===== src/rtl/tic_tac_toe_auto_player_if.sv =====
// Handshake and board bus between the game controller (master) and the auto player (slave).
interface tic_tac_toe_auto_player_if;
  localparam int unsigned CELL_W = 2;
  localparam int unsigned POS_W  = 4;

  logic              req;
  logic [CELL_W-1:0] pos1, pos2, pos3, pos4, pos5, pos6, pos7, pos8, pos9;
  logic [CELL_W-1:0] win;
  logic [POS_W-1:0]  pos_play0;
  logic              move_valid;
  logic              no_move;
  logic              busy;

  modport master (
    output req, pos1, pos2, pos3, pos4, pos5, pos6, pos7, pos8, pos9, win,
    input  pos_play0, move_valid, no_move, busy
  );

  modport slave (
    input  req, pos1, pos2, pos3, pos4, pos5, pos6, pos7, pos8, pos9, win,
    output pos_play0, move_valid, no_move, busy
  );
endinterface


===== src/rtl/tic_tac_toe_auto_player.sv =====
// Automatic tic-tac-toe opponent: snapshots the board on req, scans lines one per cycle
// for a winning move, then a blocking move, then falls back to a fixed preference order.
module tic_tac_toe_auto_player #(
  parameter logic [1:0] ME           = 2'b10,
  parameter logic [1:0] OPP          = 2'b01,
  parameter bit         CENTER_FIRST = 1'b1
) (
  input logic                        clk,
  input logic                        rst,
  tic_tac_toe_auto_player_if.slave   bus
);

  localparam int unsigned CELL_W  = 2;
  localparam int unsigned POS_W   = 4;
  localparam int unsigned IDX_W   = 3;
  localparam int unsigned N_CELLS = 9;
  localparam logic [CELL_W-1:0] EMPTY    = 2'b00;
  localparam logic [IDX_W-1:0]  LAST_IDX = 3'd7;

  typedef enum logic [2:0] {
    S_IDLE,
    S_SCAN_WIN,
    S_SCAN_BLK,
    S_PREF,
    S_OUT,
    S_NOMV
  } state_t;

  state_t             r_state;
  state_t             w_state_nxt;
  logic [IDX_W-1:0]   r_idx;
  logic [IDX_W-1:0]   w_idx_nxt;
  logic [POS_W-1:0]   r_pos;
  logic [POS_W-1:0]   w_pos_nxt;
  logic [CELL_W-1:0]  r_board [1:N_CELLS];
  logic               r_over;
  logic               r_move_valid;
  logic               r_no_move;
  logic               r_busy;
  logic               w_accept;
  logic [POS_W-1:0]   w_pa, w_pb, w_pc;
  logic [CELL_W-1:0]  w_mark;
  logic [POS_W-1:0]   w_hit_pos;
  logic [POS_W-1:0]   w_pref_pos;

  // Returns the empty cell of a line holding exactly two marks m and one empty cell, else 0.
  function automatic logic [POS_W-1:0] line_hit(
    input logic [CELL_W-1:0] ca, input logic [CELL_W-1:0] cb, input logic [CELL_W-1:0] cc,
    input logic [CELL_W-1:0] m,
    input logic [POS_W-1:0]  pa, input logic [POS_W-1:0]  pb, input logic [POS_W-1:0]  pc
  );
    line_hit = '0;
    if (ca == m && cb == m && cc == EMPTY)      line_hit = pc;
    else if (ca == m && cc == m && cb == EMPTY) line_hit = pb;
    else if (cb == m && cc == m && ca == EMPTY) line_hit = pa;
  endfunction

  // k-th cell of the fallback preference order.
  function automatic logic [POS_W-1:0] pref_at(input int unsigned k);
    case (k)
      0:       pref_at = CENTER_FIRST ? 4'd5 : 4'd1;
      1:       pref_at = CENTER_FIRST ? 4'd1 : 4'd3;
      2:       pref_at = CENTER_FIRST ? 4'd3 : 4'd7;
      3:       pref_at = CENTER_FIRST ? 4'd7 : 4'd9;
      4:       pref_at = CENTER_FIRST ? 4'd9 : 4'd5;
      5:       pref_at = 4'd2;
      6:       pref_at = 4'd4;
      7:       pref_at = 4'd6;
      default: pref_at = 4'd8;
    endcase
  endfunction

  // Line table lookup for the line currently under scan.
  always_comb begin
    w_pa = 4'd1;
    w_pb = 4'd2;
    w_pc = 4'd3;
    case (r_idx)
      3'd0:    begin w_pa = 4'd1; w_pb = 4'd2; w_pc = 4'd3; end
      3'd1:    begin w_pa = 4'd4; w_pb = 4'd5; w_pc = 4'd6; end
      3'd2:    begin w_pa = 4'd7; w_pb = 4'd8; w_pc = 4'd9; end
      3'd3:    begin w_pa = 4'd1; w_pb = 4'd4; w_pc = 4'd7; end
      3'd4:    begin w_pa = 4'd2; w_pb = 4'd5; w_pc = 4'd8; end
      3'd5:    begin w_pa = 4'd3; w_pb = 4'd6; w_pc = 4'd9; end
      3'd6:    begin w_pa = 4'd1; w_pb = 4'd5; w_pc = 4'd9; end
      default: begin w_pa = 4'd3; w_pb = 4'd5; w_pc = 4'd7; end
    endcase
  end

  assign w_mark    = (r_state == S_SCAN_BLK) ? OPP : ME;
  assign w_hit_pos = line_hit(r_board[w_pa], r_board[w_pb], r_board[w_pc],
                              w_mark, w_pa, w_pb, w_pc);

  // Reverse walk so the earliest empty cell in preference order is the one kept.
  always_comb begin
    w_pref_pos = '0;
    for (int k = N_CELLS - 1; k >= 0; k--) begin
      if (r_board[pref_at(k)] == EMPTY) w_pref_pos = pref_at(k);
    end
  end

  always_ff @(posedge clk or negedge rst) begin
    if (!rst) r_state <= S_IDLE;
    else      r_state <= w_state_nxt;
  end

  // Next-state, scan index and result selection.
  always_comb begin
    w_state_nxt = r_state;
    w_idx_nxt   = r_idx;
    w_pos_nxt   = r_pos;
    w_accept    = 1'b0;
    case (r_state)
      S_IDLE: begin
        if (bus.req) begin
          w_accept    = 1'b1;
          w_idx_nxt   = '0;
          w_state_nxt = S_SCAN_WIN;
        end
      end
      S_SCAN_WIN: begin
        if (r_over) begin
          w_pos_nxt   = '0;
          w_state_nxt = S_NOMV;
        end else if (w_hit_pos != '0) begin
          w_pos_nxt   = w_hit_pos;
          w_state_nxt = S_OUT;
        end else if (r_idx == LAST_IDX) begin
          w_idx_nxt   = '0;
          w_state_nxt = S_SCAN_BLK;
        end else begin
          w_idx_nxt   = r_idx + IDX_W'(1);
        end
      end
      S_SCAN_BLK: begin
        if (w_hit_pos != '0) begin
          w_pos_nxt   = w_hit_pos;
          w_state_nxt = S_OUT;
        end else if (r_idx == LAST_IDX) begin
          w_idx_nxt   = '0;
          w_state_nxt = S_PREF;
        end else begin
          w_idx_nxt   = r_idx + IDX_W'(1);
        end
      end
      S_PREF: begin
        w_pos_nxt   = w_pref_pos;
        w_state_nxt = (w_pref_pos != '0) ? S_OUT : S_NOMV;
      end
      S_OUT:   w_state_nxt = S_IDLE;
      S_NOMV:  w_state_nxt = S_IDLE;
      default: w_state_nxt = S_IDLE;
    endcase
  end

  // Snapshot, datapath and registered strobes (strobes track the state being entered).
  always_ff @(posedge clk or negedge rst) begin
    if (!rst) begin
      r_idx        <= '0;
      r_pos        <= '0;
      r_over       <= 1'b0;
      r_move_valid <= 1'b0;
      r_no_move    <= 1'b0;
      r_busy       <= 1'b0;
      for (int i = 1; i <= N_CELLS; i++) r_board[i] <= '0;
    end else begin
      r_idx        <= w_idx_nxt;
      r_pos        <= w_pos_nxt;
      r_move_valid <= (w_state_nxt == S_OUT);
      r_no_move    <= (w_state_nxt == S_NOMV);
      r_busy       <= (w_state_nxt != S_IDLE);
      if (w_accept) begin
        r_over     <= (bus.win != 2'b00);
        r_board[1] <= bus.pos1;
        r_board[2] <= bus.pos2;
        r_board[3] <= bus.pos3;
        r_board[4] <= bus.pos4;
        r_board[5] <= bus.pos5;
        r_board[6] <= bus.pos6;
        r_board[7] <= bus.pos7;
        r_board[8] <= bus.pos8;
        r_board[9] <= bus.pos9;
      end
    end
  end

  assign bus.pos_play0  = r_pos;
  assign bus.move_valid = r_move_valid;
  assign bus.no_move    = r_no_move;
  assign bus.busy       = r_busy;

endmodule

===== src/flat_wrapper.sv =====
// flat-port wrapper written by rule: the top's interface ports become plain ports
module tic_tac_toe_auto_player_flat 
#(
  parameter logic [1:0] ME           = 2'b10,
  parameter logic [1:0] OPP          = 2'b01,
  parameter bit         CENTER_FIRST = 1'b1
)
  (clk, rst, bus_req, bus_pos1, bus_pos2, bus_pos3, bus_pos4, bus_pos5, bus_pos6, bus_pos7, bus_pos8, bus_pos9, bus_win, bus_pos_play0, bus_move_valid, bus_no_move, bus_busy);
  tic_tac_toe_auto_player_if bus_i ();
  input logic clk;
  input logic rst;
  input wire logic [$bits(bus_i.req)-1:0] bus_req;
  input wire logic [$bits(bus_i.pos1)-1:0] bus_pos1;
  input wire logic [$bits(bus_i.pos2)-1:0] bus_pos2;
  input wire logic [$bits(bus_i.pos3)-1:0] bus_pos3;
  input wire logic [$bits(bus_i.pos4)-1:0] bus_pos4;
  input wire logic [$bits(bus_i.pos5)-1:0] bus_pos5;
  input wire logic [$bits(bus_i.pos6)-1:0] bus_pos6;
  input wire logic [$bits(bus_i.pos7)-1:0] bus_pos7;
  input wire logic [$bits(bus_i.pos8)-1:0] bus_pos8;
  input wire logic [$bits(bus_i.pos9)-1:0] bus_pos9;
  input wire logic [$bits(bus_i.win)-1:0] bus_win;
  output wire logic [$bits(bus_i.pos_play0)-1:0] bus_pos_play0;
  output wire logic [$bits(bus_i.move_valid)-1:0] bus_move_valid;
  output wire logic [$bits(bus_i.no_move)-1:0] bus_no_move;
  output wire logic [$bits(bus_i.busy)-1:0] bus_busy;
  assign bus_i.req = bus_req;
  assign bus_i.pos1 = bus_pos1;
  assign bus_i.pos2 = bus_pos2;
  assign bus_i.pos3 = bus_pos3;
  assign bus_i.pos4 = bus_pos4;
  assign bus_i.pos5 = bus_pos5;
  assign bus_i.pos6 = bus_pos6;
  assign bus_i.pos7 = bus_pos7;
  assign bus_i.pos8 = bus_pos8;
  assign bus_i.pos9 = bus_pos9;
  assign bus_i.win = bus_win;
  assign bus_pos_play0 = bus_i.pos_play0;
  assign bus_move_valid = bus_i.move_valid;
  assign bus_no_move = bus_i.no_move;
  assign bus_busy = bus_i.busy;
  tic_tac_toe_auto_player #(.ME(ME), .OPP(OPP), .CENTER_FIRST(CENTER_FIRST)) u_core (.clk(clk), .rst(rst), .bus(bus_i));
endmodule

===== config.mk =====
export PLATFORM = sky130hd
export DESIGN_NAME = tic_tac_toe_auto_player_flat
export DESIGN_NICKNAME = d
export VERILOG_FILES = /design/src/rtl/tic_tac_toe_auto_player_if.sv /design/src/rtl/tic_tac_toe_auto_player.sv /design/src/flat_wrapper.sv
export SDC_FILE = /design/constraint.sdc
export NUM_CORES = 1
export LEC_CHECK = 0
export CORE_MARGIN = 1.5
export CORE_UTILIZATION = 57
export DETAILED_ROUTE_END_ITERATION = 12
export GPL_TIMING_DRIVEN = 0
export PLACE_DENSITY = 0.89
export SYNTH_ARGS = -nofsm -noshare
export SYNTH_HDL_FRONTEND = slang
export SYNTH_SLANG_ARGS = --single-unit

===== constraint.sdc =====
create_clock -name clk -period 3.35 [get_ports clk]
set_input_delay 0.335 -clock clk [delete_from_list [all_inputs] [get_ports clk]]
set_output_delay 0.335 -clock clk [all_outputs]
set_load 0.03 [all_outputs]

==> results.toml, run 1 <==
[die]
die_w_microns = 70.3
start_util_pct = 59.2
dieArea_sq_um = 4940
core_area_sq_um = 4350
die_h_microns = 70.3
rows = 24
io_pins = 30

[route]
routed_wl_microns = 7520
post_drt_via_cell_ratio = 6.87
wl_per_cell_microns = 20.3
ant_nets = 0
drc = 0
vias = 2543
drtPass1Iterations = 5
drt-initial-drc-count = 228

[worst_setup_path]
start_kind = "flop"
critPathTopFamily = "compound AO/OA/AOI/OAI gates"
max_stage_delay_ps = 410
crit_chain = "buf_6 > clkinvlp_4 > ha_4 > o21bai_4 > mux2i_1 > nor2_1 > o211ai_1 > nor4_2 > o2bb2a_4 > a21oi_4 > nor3_4 > mux2_4"
crit_type = "reg2reg"
crit_fanout = 10
end_kind = "flop"
cp.required_ps = 3520
crit_buf_inv = 2
arrival_ps = 3510
worst_path_max_delay_cell = "o211ai_1"

[pwr]
p_seq_share_pct = 23.4
p_sw_share_pct = 49.6
p_per_area_nw_per_um2 = 1080
p_leak_uw = 0.00122
peakVddDrop_mv = 0.609
internal_power_uw = 1760
switchingPower_uw = 1730
clock_power_share_pct = 9.1
combPwrFrac_pct = 67.4

[final_layout]
num-fill-cells = 278
area_growth_pct = 25.7
num_antenna_cells = 0
nets = 347
instances_no_fill = 370
drive_gt1_share_pct = 27.7

[timing]
setup_tns_ps = 0
worstMarginPinSlew_ps = 923
postLayoutSetupSlackWorst_ps = 10.4
maxSlewViolCount = 0
timing.final.crit_share_pct = 99.7
setup_viol = 0
fmax_mhz = 299
slew_headroom_pct = 38.3
skew_ps = 6.87
timing.final.crit_period_ps = 3340
timing_hold_violations_final = 0

[synthesis]
netlist_top_cells_area = "dfrtp_1 31%, mux2_2 8.3%, nor2_1 4.4%"
synth_area_sq_um = 2580
synth-edff-count = 0
synthTopCellsByCount = "32 x dfrtp_1, 30 x nor2_1, 19 x mux2_2, 17 x a21oi_1, 16 x nand2_1"
ys_warn_count = 0
synth_top_cell_by_area = "dfrtp_1"
avgSynthCellArea_sq_um = 9.38
syn-num-nets = 304
synthArstFlopShare_pct = 100
ys.flop_type = "dfrtp_1"
yosysUniqueCellTypes = 75
synth_top_area_share_pct = 31.1
synthCells = 275
synth-seq-cells = 32
yosysMostFrequentCell = "dfrtp_1"
ys_seq_area_share_pct = 31.1

[grt]
grt_pass1_wl_microns = 11700
grt-ovfl-total = 0
antenna_found_initial = 0
track_usage_pct = 30.3
grt_max_degree = 33
grt_pass1_vias = 2318

[placement]
portBuffers = 29
placedCellCount = 356
dpl.hpwl_microns = 5090
pre_cts_slack_ps = -204
gp_congestion = 1.02

[clock_tree]
clock_sink_count = 32
numCtsBuffers = 5
cts.path.max_buffers = 2
htreeDepth = 2
cts_tree = "done"
clk-insertion-delay-late_ps = 280
clockRootBuffer = "clkbuf_8"
clk_pin_slew_ps = 60

[status]
status = "finished, final reports clean"

[flow_run]
max_cap_violations = 0

[min_path]
min_path_type = "in2async"
[worst paths after layout]
kind | cells past startpoint | slack [ps] | to | start
min in group clk | 1 | 540 | u_core.bus.pos_play0[3] | u_core.bus.pos_play0[3]
max reg2reg | 12 | 10 | u_core.r_idx[0] | u_core.r_idx[0]
max in group asynchronous | 1 | 2760 | u_core.r_idx[0] | rst
max | 12 | 10 | u_core.r_idx[0] | u_core.r_idx[0]
min reg2reg | 1 | 540 | u_core.bus.pos_play0[3] | u_core.bus.pos_play0[3]
min | 1 | 100 | u_core.r_board[6] | rst
[routing by layer]
metal  up-vias  global-route usage [%]  part of all wire [%]
met5         -                       0                     0
met4         0                    11.8                   4.1
met3        34                    4.62                   6.7
met2       133                    49.0                    48
met1      1253                    41.0                    41
li1       1123                       -                     -
[state kept, by name (all words and copies together) (netlist names)]
signal,flops
u_core.bus.busy,1
u_core.bus.move_valid,1
u_core.bus.no_move,1
u_core.bus.pos_play0,4
u_core.r_board,18
u_core.r_idx,3
u_core.r_over,1
u_core.r_state,3
[final cells by class]
| class | instances | area, sq um | share of cell area [%] |
|---|---|---|---|
| clock buffers | 7 | 96.3 | 2.97 |
| repair buffers | 36 | 338 | 10.4 |
| flip-flops and latches | 32 | 803 | 24.8 |
| multi-input cells | 225 | 1830 | 56.3 |
| inverters | 6 | 30.0 | 0.927 |
| well taps | 52 | 65.1 | 2.01 |
| plain buffers | 12 | 82.6 | 2.55 |
[cell families (layout without fill, tap and decap cells)]
kind of cell / Yosys count / count (layout) / synth area share [%]
buf+inv: 18 / 61 / 3.98
simple gates: 109 / 109 / 24.4
fa+ha+maj: 6 / 6 / 2.91
compound gates: 83 / 83 / 25.9
mux: 27 / 27 / 11.8
flops: 32 / 32 / 31.1
[power groups by stage]
stage	Clock [uW]	Sequential (uW)	Combinational, uW
final	319	817	2350
after global routing	335	826	2520
after CTS	320	792	2100
after detailed placement	0	792	1950
after global placement	0	781	1900
after floorplan	0	757	1500
[stage by stage]
stage	total power [uW]	utilization, %	area, sq um	hold WS (ps)
detailed placement	2750	67.3	2930	429
finish	3490	74.4	3240	103
floorplan	2250	-	2580	39.4
global route	3680	74.4	3240	164
global placement	2680	67.4	2930	536
CTS	3210	71.4	3110	126
[timing repair]
item / in CTS / in global routing
resized for setup: 11 / 20
setup buffers: 4 / 3
gates cloned: 0 / 0
hold buffers: 0 / 0
pin swaps: 3 / 5
endpoints found under the setup margin: 11 / 12
[cell usage in the layout (no fill, tap or decap), types with 3 or more instances in the layout]
cell              n
nand3_1           4
o211ai_1          3
a21oi_1          13
o22ai_1           7
nor3b_1           6
mux2_2           19
o21bai_1          3
buf_4             8
clkbuf_1          6
nor2b_1           6
ha_1              3
nand3b_1          4
inv_1             4
nor3_1            7
buf_6             4
nand4_1           4
dfrtp_1          30
mux2i_1           4
clkdlybuf4s50_1  28
nand2_1          16
nor2_1           29
o21ai_0          13
nand2b_1          7
clkbuf_8          7
a21oi_2           6
o21a_1            3
[worst reg2reg max path, delay by kind of cell, from the launching register on]
kind            cells  cell delay, ps
compound gates      4             990
mux                 2             680
simple gates        3             580
flops               1             400
buf+inv             2             320
fa+ha+maj           1             220
Note: power is estimated with default switching activity, not from simulation.
==> run 2: changes to the inputs <==
CORE_ASPECT_RATIO = 0.75   (was default)
MAX_ROUTING_LAYER = met4   (was default)
==> run 2 against run 1 <==
Effect of this change: the flow now finishes with violations (setup timing); sequential power grew 0.5%; die area about the same; clock skew hardly changed; maximum frequency is 0.42% lower; first-iteration DRC count is 22% higher.
==> results.toml, run 2 (synthesis gave the netlist of run 1 again) <==
[status]
status = "finished, violations left"
violations = "setup timing"

[route]
wl_per_cell_microns = 20.0
drtPass1Iterations = 7
routed_wl_microns = 7540
vias = 2559
drt-initial-drc-count = 279
post_drt_via_cell_ratio = 6.77
drc = 0
ant_nets = 0

[final_layout]
area_growth_pct = 27.1
drive_gt1_share_pct = 28.8
nets = 351
final_common_cell = "dfrtp_1"
top_register = "u_core.r_board"
fin_area_sq_um = 3280
layout_common_cells = "30 x dfrtp_1, 29 x nor2_1, 28 x clkdlybuf4s50_1, 19 x mux2_2, 16 x nand2_1"
fin_util_pct = 78.0
largest_reg_flops = 18
num_antenna_cells = 0
num-fill-cells = 272

[clock_tree]
htreeDepth = 2
clockRootBuffer = "clkbuf_8"
clock_sink_count = 32
cts_tree = "done"
cts.path.max_buffers = 2
clk_pin_slew_ps = 70
holdBufCountCts = 0
clk-insertion-delay-late_ps = 290
numCtsBuffers = 5

[timing]
timing.final.crit_period_ps = 3350
worstMarginPinSlew_ps = 906
skew_ps = 6.46
postLayoutSetupSlackWorst_ps = -3.75
setup_viol = 2
fmax_mhz = 298
timing_hold_violations_final = 0
fin_hold_ws_ps = 89.0
timing.final.crit_share_pct = 100
maxSlewViolCount = 0
slew_headroom_pct = 39.4
rsz0062_at_grt = "yes"

[pwr]
p_sw_share_pct = 49.2
peakVddDrop_mv = 0.627
p_total_uw = 3590
combPwrFrac_pct = 66.7
p_seq_share_pct = 22.9
internal_power_uw = 1820
p_per_area_nw_per_um2 = 1090
switchingPower_uw = 1770
clock_power_share_pct = 10.5
p_leak_uw = 0.00124

[placement]
dpl.hpwl_microns = 5350
gp_congestion = 0.995
portBuffers = 29
dpl-instance-area_sq_um = 2930

[grt]
grt_util_met1_pct = 47.5
gr-usage-met2_pct = 48.1
grt_pass1_wl_microns = 11800
grt_use_met3_pct = 7.56
grt-ovfl-total = 0
track_usage_pct = 33.6
grt_max_degree = 33
antenna_found_initial = 0
grt_pass1_vias = 2378
grt-busiest-layer = "met2"

[worst_setup_path]
end_kind = "flop"
crit_buf_inv = 3
start_kind = "flop"
max_stage_delay_ps = 510
worst_path_max_delay_cell = "or4b_1"
ff2ff_path_depth = 13
cp.required_ps = 3520
arrival_ps = 3530
critPathTopFamily = "simple AND/OR/NAND/NOR gates"
worst-path-stages = 13
crit_chain = "buf_8 > clkinvlp_4 > ha_4 > buf_6 > or4b_1 > a21oi_2 > o22ai_2 > o311ai_4 > nand2_2 > o2bb2ai_2 > a21o_4 > nor3_4 > mux2_4"
crit_type = "reg2reg"
crit_fanout = 10

[die]
io_pins = 30
die_w_microns = 80.7
dieArea_sq_um = 4940
rows = 20
die_h_microns = 61.3
core_area_sq_um = 4200
start_util_pct = 61.3

[flow_run]
max_cap_violations = 0

[min_path]
min_path_type = "in2async"
[run 2: cell type report]
type	count	area, sq um	area share (%)
Inverter	6	30.0	0.916
Clock buffer	6	72.6	2.21
Clock inverter	2	35.0	1.07
Tap cell	55	68.8	2.10
Buffer	12	83.8	2.56
Multi-Input combinational cell	225	1820	55.4
Sequential cell	32	803	24.5
Timing Repair Buffer	40	368	11.2
[run 2: stage by stage]
step | cells | setup TNS, ps | setup WS (ps)
3_5_place_dp | 359 | -1270 | -228
2_1_floorplan | 275 | 0 | 243
6_report | 378 | -4.31 | -3.75
3_3_place_gp | 359 | -743 | -180
5_1_grt | 378 | -567 | -94.2
4_1_cts | 368 | -1.56 | -1.56
[run 2: what timing repair did]
item | in CTS | in global routing
buffers inserted | 1 | 10
resized for setup | 11 | 20
gates cloned | 0 | 0
setup endpoints to repair | 11 | 11
pin swaps | 3 | 8
[run 2: power by group through the flow]
stage,sequential (uW),combinational [uW],clock [uW]
after global routing,833,2540,393
final,821,2390,375
after global placement,791,1930,0
after floorplan,757,1500,0
after detailed placement,798,1970,0
after CTS,796,2090,375
[run 2: worst paths after layout]
kind	startpoint	to	slack (ps)
setup / recovery	u_core.r_idx[0]	u_core.r_idx[1]	-4
hold / removal	rst	u_core.r_board[15]	90
setup reg to reg	u_core.r_idx[0]	u_core.r_idx[1]	-4
hold reg to reg	u_core.bus.pos_play0[3]	u_core.bus.pos_play0[3]	560
max in group asynchronous	rst	u_core.r_idx[1]	2770
min in group clk	u_core.bus.pos_play0[3]	u_core.bus.pos_play0[3]	560
[run 2: routing by layer]
metal / share of wire (%) / vias to the layer above
li1: - / 1136
met1: 43 / 1235
met2: 43 / 167
met3: 12 / 21
met4: 2.3 / 0
met5: 0 / -
